File: src/rtl/clock_divider_ctrl.sv
`default_nettype none
// ============================================================================
// Module      : clock_divider_ctrl
// Description : Run-time programmable clock divider with clean start/stop,
//               glitch-free divide-ratio reload and optional counted bursts.
//               Optional feature macro: CLOCK_DIVCTL_BURST_EN (compiles in
//               the BURST state and the burst period counter).
// Revision    : 1.0 - initial release
// ============================================================================
module clock_divider_ctrl #(
    parameter int WIDTH         = 26,
    parameter int DEFAULT_COUNT = 50_000_000,
    parameter int BURST_WIDTH   = 16
) (
    input  logic                   clk,
    input  logic                   reset_n,
    input  logic [WIDTH-1:0]       cfg_count,
    input  logic                   cfg_valid,
    output logic                   cfg_ready,
    input  logic                   run,
    input  logic                   burst_start,
    input  logic [BURST_WIDTH-1:0] burst_len,
    output logic                   clock,
    output logic                   tick,
    output logic                   busy,
    output logic                   burst_done
);

    localparam logic [WIDTH-1:0] c_ONE     = WIDTH'(1);
    localparam logic [WIDTH-1:0] c_DEFAULT = WIDTH'(DEFAULT_COUNT);

    typedef enum logic [1:0] {
        ST_IDLE     = 2'd0,
        ST_RUN      = 2'd1,
        ST_STOPPING = 2'd2,
        ST_BURST    = 2'd3
    } state_t;

    state_t           r_state;
    state_t           w_state_nxt;
    logic [WIDTH-1:0] r_cnt;
    logic [WIDTH-1:0] w_cnt_nxt;
    logic             r_clock;
    logic             w_clock_nxt;
    logic             r_tick;
    logic             w_tick_nxt;
    logic [WIDTH-1:0] r_active;
    logic [WIDTH-1:0] r_pending;
    logic             r_pend;

    logic             w_terminal;
    logic             w_counting;
    logic             w_to_idle;
    logic             w_accept;
    logic [WIDTH-1:0] w_cfg_eff;

    // active_count is never 0, so the subtraction cannot wrap
    assign w_terminal = (r_cnt == (r_active - c_ONE));
    assign w_counting = (r_state != ST_IDLE);
    assign w_to_idle  = w_counting && (w_state_nxt == ST_IDLE);
    assign w_accept   = cfg_valid && cfg_ready;
    // A requested half-period of 0 behaves as 1
    assign w_cfg_eff  = (cfg_count == '0) ? c_ONE : cfg_count;

    assign cfg_ready  = ~r_pend;
    assign clock      = r_clock;
    assign tick       = r_tick;
    assign busy       = (r_state != ST_IDLE);

`ifdef CLOCK_DIVCTL_BURST_EN
    localparam logic [BURST_WIDTH-1:0] c_BONE = BURST_WIDTH'(1);

    logic [BURST_WIDTH-1:0] r_bcnt;
    logic [BURST_WIDTH-1:0] w_bcnt_nxt;
    logic                   r_burst_done;
    logic                   w_burst_done_nxt;

    assign burst_done = r_burst_done;

    // Burst period counter and completion pulse
    always_ff @(posedge clk or negedge reset_n) begin
        if (!reset_n) begin
            r_bcnt       <= '0;
            r_burst_done <= 1'b0;
        end else begin
            r_bcnt       <= w_bcnt_nxt;
            r_burst_done <= w_burst_done_nxt;
        end
    end
`else
    logic w_unused_burst;

    assign w_unused_burst = ^{burst_start, burst_len};
    assign burst_done     = 1'b0;
`endif

    // Next-state, half-period counter and output-clock decisions
    always_comb begin
        w_state_nxt = r_state;
        w_cnt_nxt   = w_terminal ? '0 : (r_cnt + c_ONE);
        w_clock_nxt = w_terminal ? ~r_clock : r_clock;
        w_tick_nxt  = 1'b0;
`ifdef CLOCK_DIVCTL_BURST_EN
        w_bcnt_nxt       = r_bcnt;
        w_burst_done_nxt = 1'b0;
`endif
        case (r_state)
            ST_IDLE: begin
                w_cnt_nxt   = '0;
                w_clock_nxt = 1'b0;
                if (run) begin
                    w_state_nxt = ST_RUN;
`ifdef CLOCK_DIVCTL_BURST_EN
                end else if (burst_start && (burst_len != '0)) begin
                    w_state_nxt = ST_BURST;
                    w_bcnt_nxt  = burst_len;
`endif
                end
            end
            ST_RUN: begin
                if (!run && !r_clock) begin
                    // Already low: stop at once without finishing the phase
                    w_state_nxt = ST_IDLE;
                    w_cnt_nxt   = '0;
                    w_clock_nxt = 1'b0;
                end else if (!run) begin
                    // High phase must complete; if it ends now, we are done
                    w_state_nxt = w_terminal ? ST_IDLE : ST_STOPPING;
                end else begin
                    w_tick_nxt = w_terminal && !r_clock;
                end
            end
            ST_STOPPING: begin
                // clock is high here; terminal takes it low and ends the stop
                if (w_terminal) begin
                    w_state_nxt = ST_IDLE;
                end
            end
`ifdef CLOCK_DIVCTL_BURST_EN
            ST_BURST: begin
                w_tick_nxt = w_terminal && !r_clock;
                if (w_terminal && r_clock) begin
                    w_bcnt_nxt = r_bcnt - c_BONE;
                    if (r_bcnt == c_BONE) begin
                        w_state_nxt      = ST_IDLE;
                        w_burst_done_nxt = 1'b1;
                    end
                end
            end
`endif
            default: begin
                w_state_nxt = ST_IDLE;
                w_cnt_nxt   = '0;
                w_clock_nxt = 1'b0;
            end
        endcase
    end

    // State, counter and registered output flops
    always_ff @(posedge clk or negedge reset_n) begin
        if (!reset_n) begin
            r_state <= ST_IDLE;
            r_cnt   <= '0;
            r_clock <= 1'b0;
            r_tick  <= 1'b0;
        end else begin
            r_state <= w_state_nxt;
            r_cnt   <= w_cnt_nxt;
            r_clock <= w_clock_nxt;
            r_tick  <= w_tick_nxt;
        end
    end

    // Ratio reload: direct when idle, otherwise deferred to a half-period
    // boundary (or to the return to IDLE) so no half-period is ever altered
    always_ff @(posedge clk or negedge reset_n) begin
        if (!reset_n) begin
            r_active  <= c_DEFAULT;
            r_pending <= '0;
            r_pend    <= 1'b0;
        end else begin
            if (r_pend && ((w_counting && w_terminal) || w_to_idle)) begin
                r_active <= r_pending;
                r_pend   <= 1'b0;
            end
            if (w_accept) begin
                if (!w_counting || w_to_idle) begin
                    r_active <= w_cfg_eff;
                end else begin
                    r_pending <= w_cfg_eff;
                    r_pend    <= 1'b1;
                end
            end
        end
    end

endmodule
`default_nettype wire
File: config.mk
export PLATFORM = sky130hd
export DESIGN_NAME = clock_divider_ctrl
export DESIGN_NICKNAME = d
export VERILOG_FILES = /design/src/rtl/clock_divider_ctrl.sv
export SDC_FILE = /design/constraint.sdc
export NUM_CORES = 1
export LEC_CHECK = 0
export CORE_MARGIN = 5
export CORE_UTILIZATION = 30
export DETAILED_ROUTE_END_ITERATION = 8
export HOLD_SLACK_MARGIN = 0.15
export PLACE_DENSITY = 0.44
export SLEW_MARGIN = 15
export SYNTH_ARGS = -nofsm -noshare
export SYNTH_HDL_FRONTEND = slang
export SYNTH_SLANG_ARGS = --single-unit
File: constraint.sdc
create_clock -name clk -period 4.7 [get_ports clk]
set_input_delay 0.705 -clock clk [delete_from_list [all_inputs] [get_ports clk]]
set_output_delay 0.705 -clock clk [all_outputs]
set_load 0.005 [all_outputs]
---- Yosys cells after proc, flatten, opt, wreduce, memory -nomap -nowiden ----
Cells that the tools add are included.
storage, ports and cells
  register bits after elaboration ......... 83
  input bits .............................. 47
  latch bits .............................. 0
  RAM bits ................................ 0
  memories kept ........................... 0
  memory bits (read-only) ................. 0
  output and inout port bits .............. 5
operators by class
  muxes and demuxes ....................... 22
  equal/unequal tests ..................... 3
  reduce and logical (&&, ||, !) cells .... 16
  $add $sub $neg .......................... 2
  $lt $le $gt $ge ......................... 0
  multipliers ............................. 0
  bitwise logic cells ..................... 3
  shift operators ......................... 0
  div/mod/pow operators ................... 0
operators by type and width
  cell                   number
  $mux 26                6
  $pmux 26 s2            1
  $add 26x1->26 const B  1
  $eq 26x26->1           1
  $logic_not 26->1       1
  $sub 26x1->26 const B  1
  $mux 2                 5
  $mux 1                 8
  $logic_and 1x1->1      6
  $pmux 2 s3             1
  $logic_not 2->1        2
  $logic_not 1->1        3
  $not 1->1              3
  $eq 2x1->1 const B     1
  $eq 2x2->1 const B     1
  $logic_or 1x1->1       2
  $pmux 1 s2             1
  $reduce_and 2->1       1
  $reduce_bool 2->1      1

---- Depth between registers and ports, before layout ----
  depth in word-level cells ............... 13
  gate-level depth with buffers ........... 14
  gate-level depth less buffers ........... 12

---- Worst setup path before layout ----
No wires, ideal clock.
  path kind ............................... flip-flop to flip-flop
  start ................................... reg r_active[0]
  end ..................................... reg r_pending[0]
  data arrival time ....................... 3618 ps
  path slack .............................. 958 ps
  setup time .............................. 125 ps
  cell stages (with the launch flop) ...... 14
  period minus slack after synthesis ...... 3742 ps
  buffers on the path ..................... 3
  cell sequence ........................... dfrtp_1 -> buf_2 -> inv_1 -> ha_1 -> buf_2 -> or3b_2 -> o21ai_0 -> or4bb_1 -> or4_4 -> nor4b_2 -> a31oi_1 -> o21ai_2 -> buf_4 -> mux2_2
between the ends
  longest elaborated chain between the ends .. 11
  elaborated cells on any way between the ends .. 12
  those cells by class .................... add/sub (1); eq/ne (1); mux (5); bitwise (1); reduce/logical (4)
ends and longest elaborated chain
  what                          RTL line  text
  start: declaration            47        logic [WIDTH-1:0] r_active;
  start signal: assignment      178       r_active <= c_DEFAULT;
  start signal: assignment      183       r_active <= r_pending;
  start signal: assignment      188       r_active <= w_cfg_eff;
  $sub 26x1->26 *               58        assign w_terminal = (r_cnt == (r_active - c_ONE));
  $eq 26x26->1 *                58
  $mux 2                        128       w_state_nxt = w_terminal ? ST_IDLE : ST_STOPPING;
  $mux 2                        126       end else if (!run) begin
  $mux 2                        121       if (!run && !r_clock) begin
  $pmux 2 s3 *                  107       case (r_state)
  $logic_not 2->1 *             60        assign w_to_idle = w_counting && (w_state_nxt == ST_IDLE);
  $logic_and 1x1->1 *           60
  $logic_or 1x1->1 *            187       if (!w_counting || w_to_idle) begin
  $not 1->1 (no line) *         n/a
  $reduce_and 2->1 (no line) *  n/a
  end signal: assignment        190       r_pending <= w_cfg_eff;
  end: declaration              48        logic [WIDTH-1:0] r_pending;
Mark *: on every way between the ends. The rest lies on a longest branch, timed or not.
A chain may end at the register's enable or synchronous reset.

---- Worst setup path after layout ----
  start ................................... reg r_active[0]
  end ..................................... reg r_state[1]
between the ends
  longest elaborated chain between the ends .. 6
  elaborated cells on any way between the ends .. 7
  those cells by class .................... add/sub (1); eq/ne (1); mux (5)
ends and longest elaborated chain
  what                    RTL line  text
  $sub 26x1->26 *         58
  $eq 26x26->1 *          58
  $mux 2                  128
  $mux 2                  126
  $mux 2                  121
  $pmux 2 s3 *            107
  via w_state_nxt[1]      40        state_t w_state_nxt;
  end signal: assignment  167       r_state <= w_state_nxt;
  end: declaration        39        state_t r_state;
Mark *: on every way through the listed nets, which the timed path passes. The rest lies on a longest branch.

==> flow_summary.ini <==
[logic_synthesis]
synth_area_sq_um = 5840
synth.ff_latch_count = 83
syn-mean-instance-area_sq_um = 9.75
synth_fp_nets = 653
ys.flop_type = dfrtp_1
ys_seq_area_share_pct = 35.8
async_flop_share_pct = 100
synth_edf_count = 0
netlist_instances = 599
synth_warnings = 0
yosysUniqueCellTypes = 67

[setup_path]
rrSetupSlack_ps = 570
crit_chain = inv_1 -> ha_1 -> or3b_2 -> o21ai_0 -> or4bb_1 -> or4_4 -> or4b_1 -> buf_4 -> o31a_1 -> o21ai_1 -> a21oi_1
r2r_cells = 11
r2r_start = r_active[0]
cp_slowest_cell = or4_4
path_buf_inv = 2
startpoint_type = flop
worstPathRequired_ps = 4930
end_kind = flop
cp_top_family = simple AND/OR/NAND/NOR gates
critPathKind = reg -> reg
cpPeakStageDelay_ps = 540
cp.arrival_ps = 4360
reg2reg_to = r_state[1]
critPathMaxFanout = 27

[finish]
layout_commonest_cell = dfrtp_1
fill_cells = 1950
regArea_sq_um = 2090
multiInputGateArea_sq_um = 3430
syn_to_final_growth_pct = 13.0
nets = 664
n_antenna_cell = 0
layout_common_cells = 71 x dfrtp_1, 62 x o21ai_0, 52 x nand2_1
final_area_sq_um = 6600
drive_above_1_share_pct = 20.5

[clocking]
cts_resized = 0
cts_tree = built
clock_path_buffers = 2
clock_latency_ps = 350
htreeDepth = 3
cts_hold_buf = 0
cts_num_sinks = 83
clkTransAtPathRegs_ps = 70
post-cts-setup-buffer-count = 0
cts_buffers = 9
cts_root_buf = clkbuf_16

[routing]
routed_wl_mm = 16.7
vias = 4743
routedWlPerCell_um = 19.0
viasPerCell = 5.39
drc = 0
ant_nets = 0
drt-initial-drc-count = 283
dr.pass1.iters = 4

[worst_hold_path]
hold_class = in -> async

[sta]
setup_viol = 0
hold_viol_final = 0
final.period_utilization_pct = 87.9
tns_ps = 0
slew_viol_final = 0
tightest_slew_ps = 966
rsz0062_at_grt = no
worst_slew_margin_rel_pct = 35.3
period_needed_ps = 4130
skew_ps = 9.83
finalWorstSetupSlack_ps = 567
fmax_mhz = 242

[grt]
grt_first_pass_wirelength_mm = 27.3
overflow = 0
first_global_vias = 4929
globalRouteTotalUtil_pct = 15.5
grt_start_max_net_pins = 47
antenna_found_initial = 0

[outcome]
status = completed

[placed_design]
gp_congestion = 0.836
dp_hpwl_mm = 11.1
port_buffers = 33
pre_cts_ws_ps = 616
dpl_cell_area_sq_um = 6320

[die]
start_util_pct = 30.2
chipWidth_um = 150
pin_count = 52
std_cell_rows = 51
die-area_sq_um = 22400
die_y_um = 150
core-area_sq_um = 19300

[power_and_ir_drop]
cellPowerDensity_nw_per_um2 = 538
vdd_drop_max_uv = 235
finalPower_mw = 3.55
p_leak_nw = 2.39

[flow_run]
maxCapViolCount = 0
-- report_power, final --
group          switching (mW)  internal (mW)  leakage, nW  total [mW]
Sequential              0.315          0.991         1.02        1.31
Clock                   0.316          0.374        0.128       0.690
Combinational           0.777          0.778         1.25        1.55
-- through the flow --
stage               instances  hold WS [ps]  util, %
floorplan                 599           409        -
global placement          864           487     32.7
detailed placement        864           493     32.7
CTS                       880           392     34.1
global route              880           413     34.1
finish                    880           370     34.1
-- how the worst max path moves through the flow --
stage	depth (start not counted)	end	startpoint
floorplan	13	r_pending[0]	r_active[0]
global placement	11	r_active[6]	r_active[0]
detailed placement	11	r_active[24]	r_active[0]
CTS	11	r_active[24]	r_active[1]
global route	11	r_active[24]	r_active[1]
finish	11	r_state[1]	r_active[0]
-- cells by family (layout without fill, tap and decap cells) --
| kind of cell | Yosys count | count (layout) | share of synthesized area [%] |
|---|---|---|---|
| other | 1 | 1 | 0.0642 |
| muxes | 53 | 53 | 11.5 |
| and+or+nand+nor | 212 | 212 | 21.7 |
| AOI/OAI and AO/OA | 135 | 135 | 15.7 |
| buffers and inverters | 55 | 71 | 5.79 |
| adders and majority gates | 7 | 7 | 1.50 |
| xor gates and xnor gates | 53 | 53 | 7.95 |
| DFF | 83 | 83 | 35.8 |
-- layer usage --
metal | GRT usage (%) | wire length (um) | part of all wire [%]
met1 | 20.9 | 7940 | 48
met2 | 25.1 | 7880 | 47
met3 | 2.54 | 474 | 2.8
met4 | 5.68 | 394 | 2.4
met5 | 0 | 0 | 0
-- final cells by class --
cell class / instances / area share (%)
inverters: 10 / 0.569
clock buffers: 11 / 3.68
multi-input cells: 461 / 51.9
well taps: 265 / 5.03
clock inverters: 5 / 0.550
flip-flops and latches: 83 / 31.7
repair buffers: 45 / 6.52
-- sequential cells by signal, summed over array words and instances, names as in the netlist --
signal     count
clock          1
r_active      26
r_cnt         26
r_pend         1
r_pending     26
r_state        2
tick           1
-- cells in the mapped netlist, drive strengths merged, types with 3 or more instances --
master	n	area, sq um
dfrtp	71	1780
o21ai	66	338
mux2	53	672
nand2	52	195
nor2	44	165
nor4	41	382
xor2	27	236
a311o	26	262
xnor2	26	228
buf	25	224
clkbuf	20	76.3
nand3	13	65.1
dfstp	12	315
and3	11	68.8
a21oi	10	50.1
inv	10	37.5
nor3	8	40.0
or4	8	68.8
ha	7	87.6
nand4	5	31.3
a211o	4	35.0
and4	4	35.0
o22ai	4	25.0
a31oi	3	18.8
and4b	3	30.0
nand3b	3	22.5
nor2b	3	18.8
or3	3	18.8
Power figures use the tool's default switching activity.
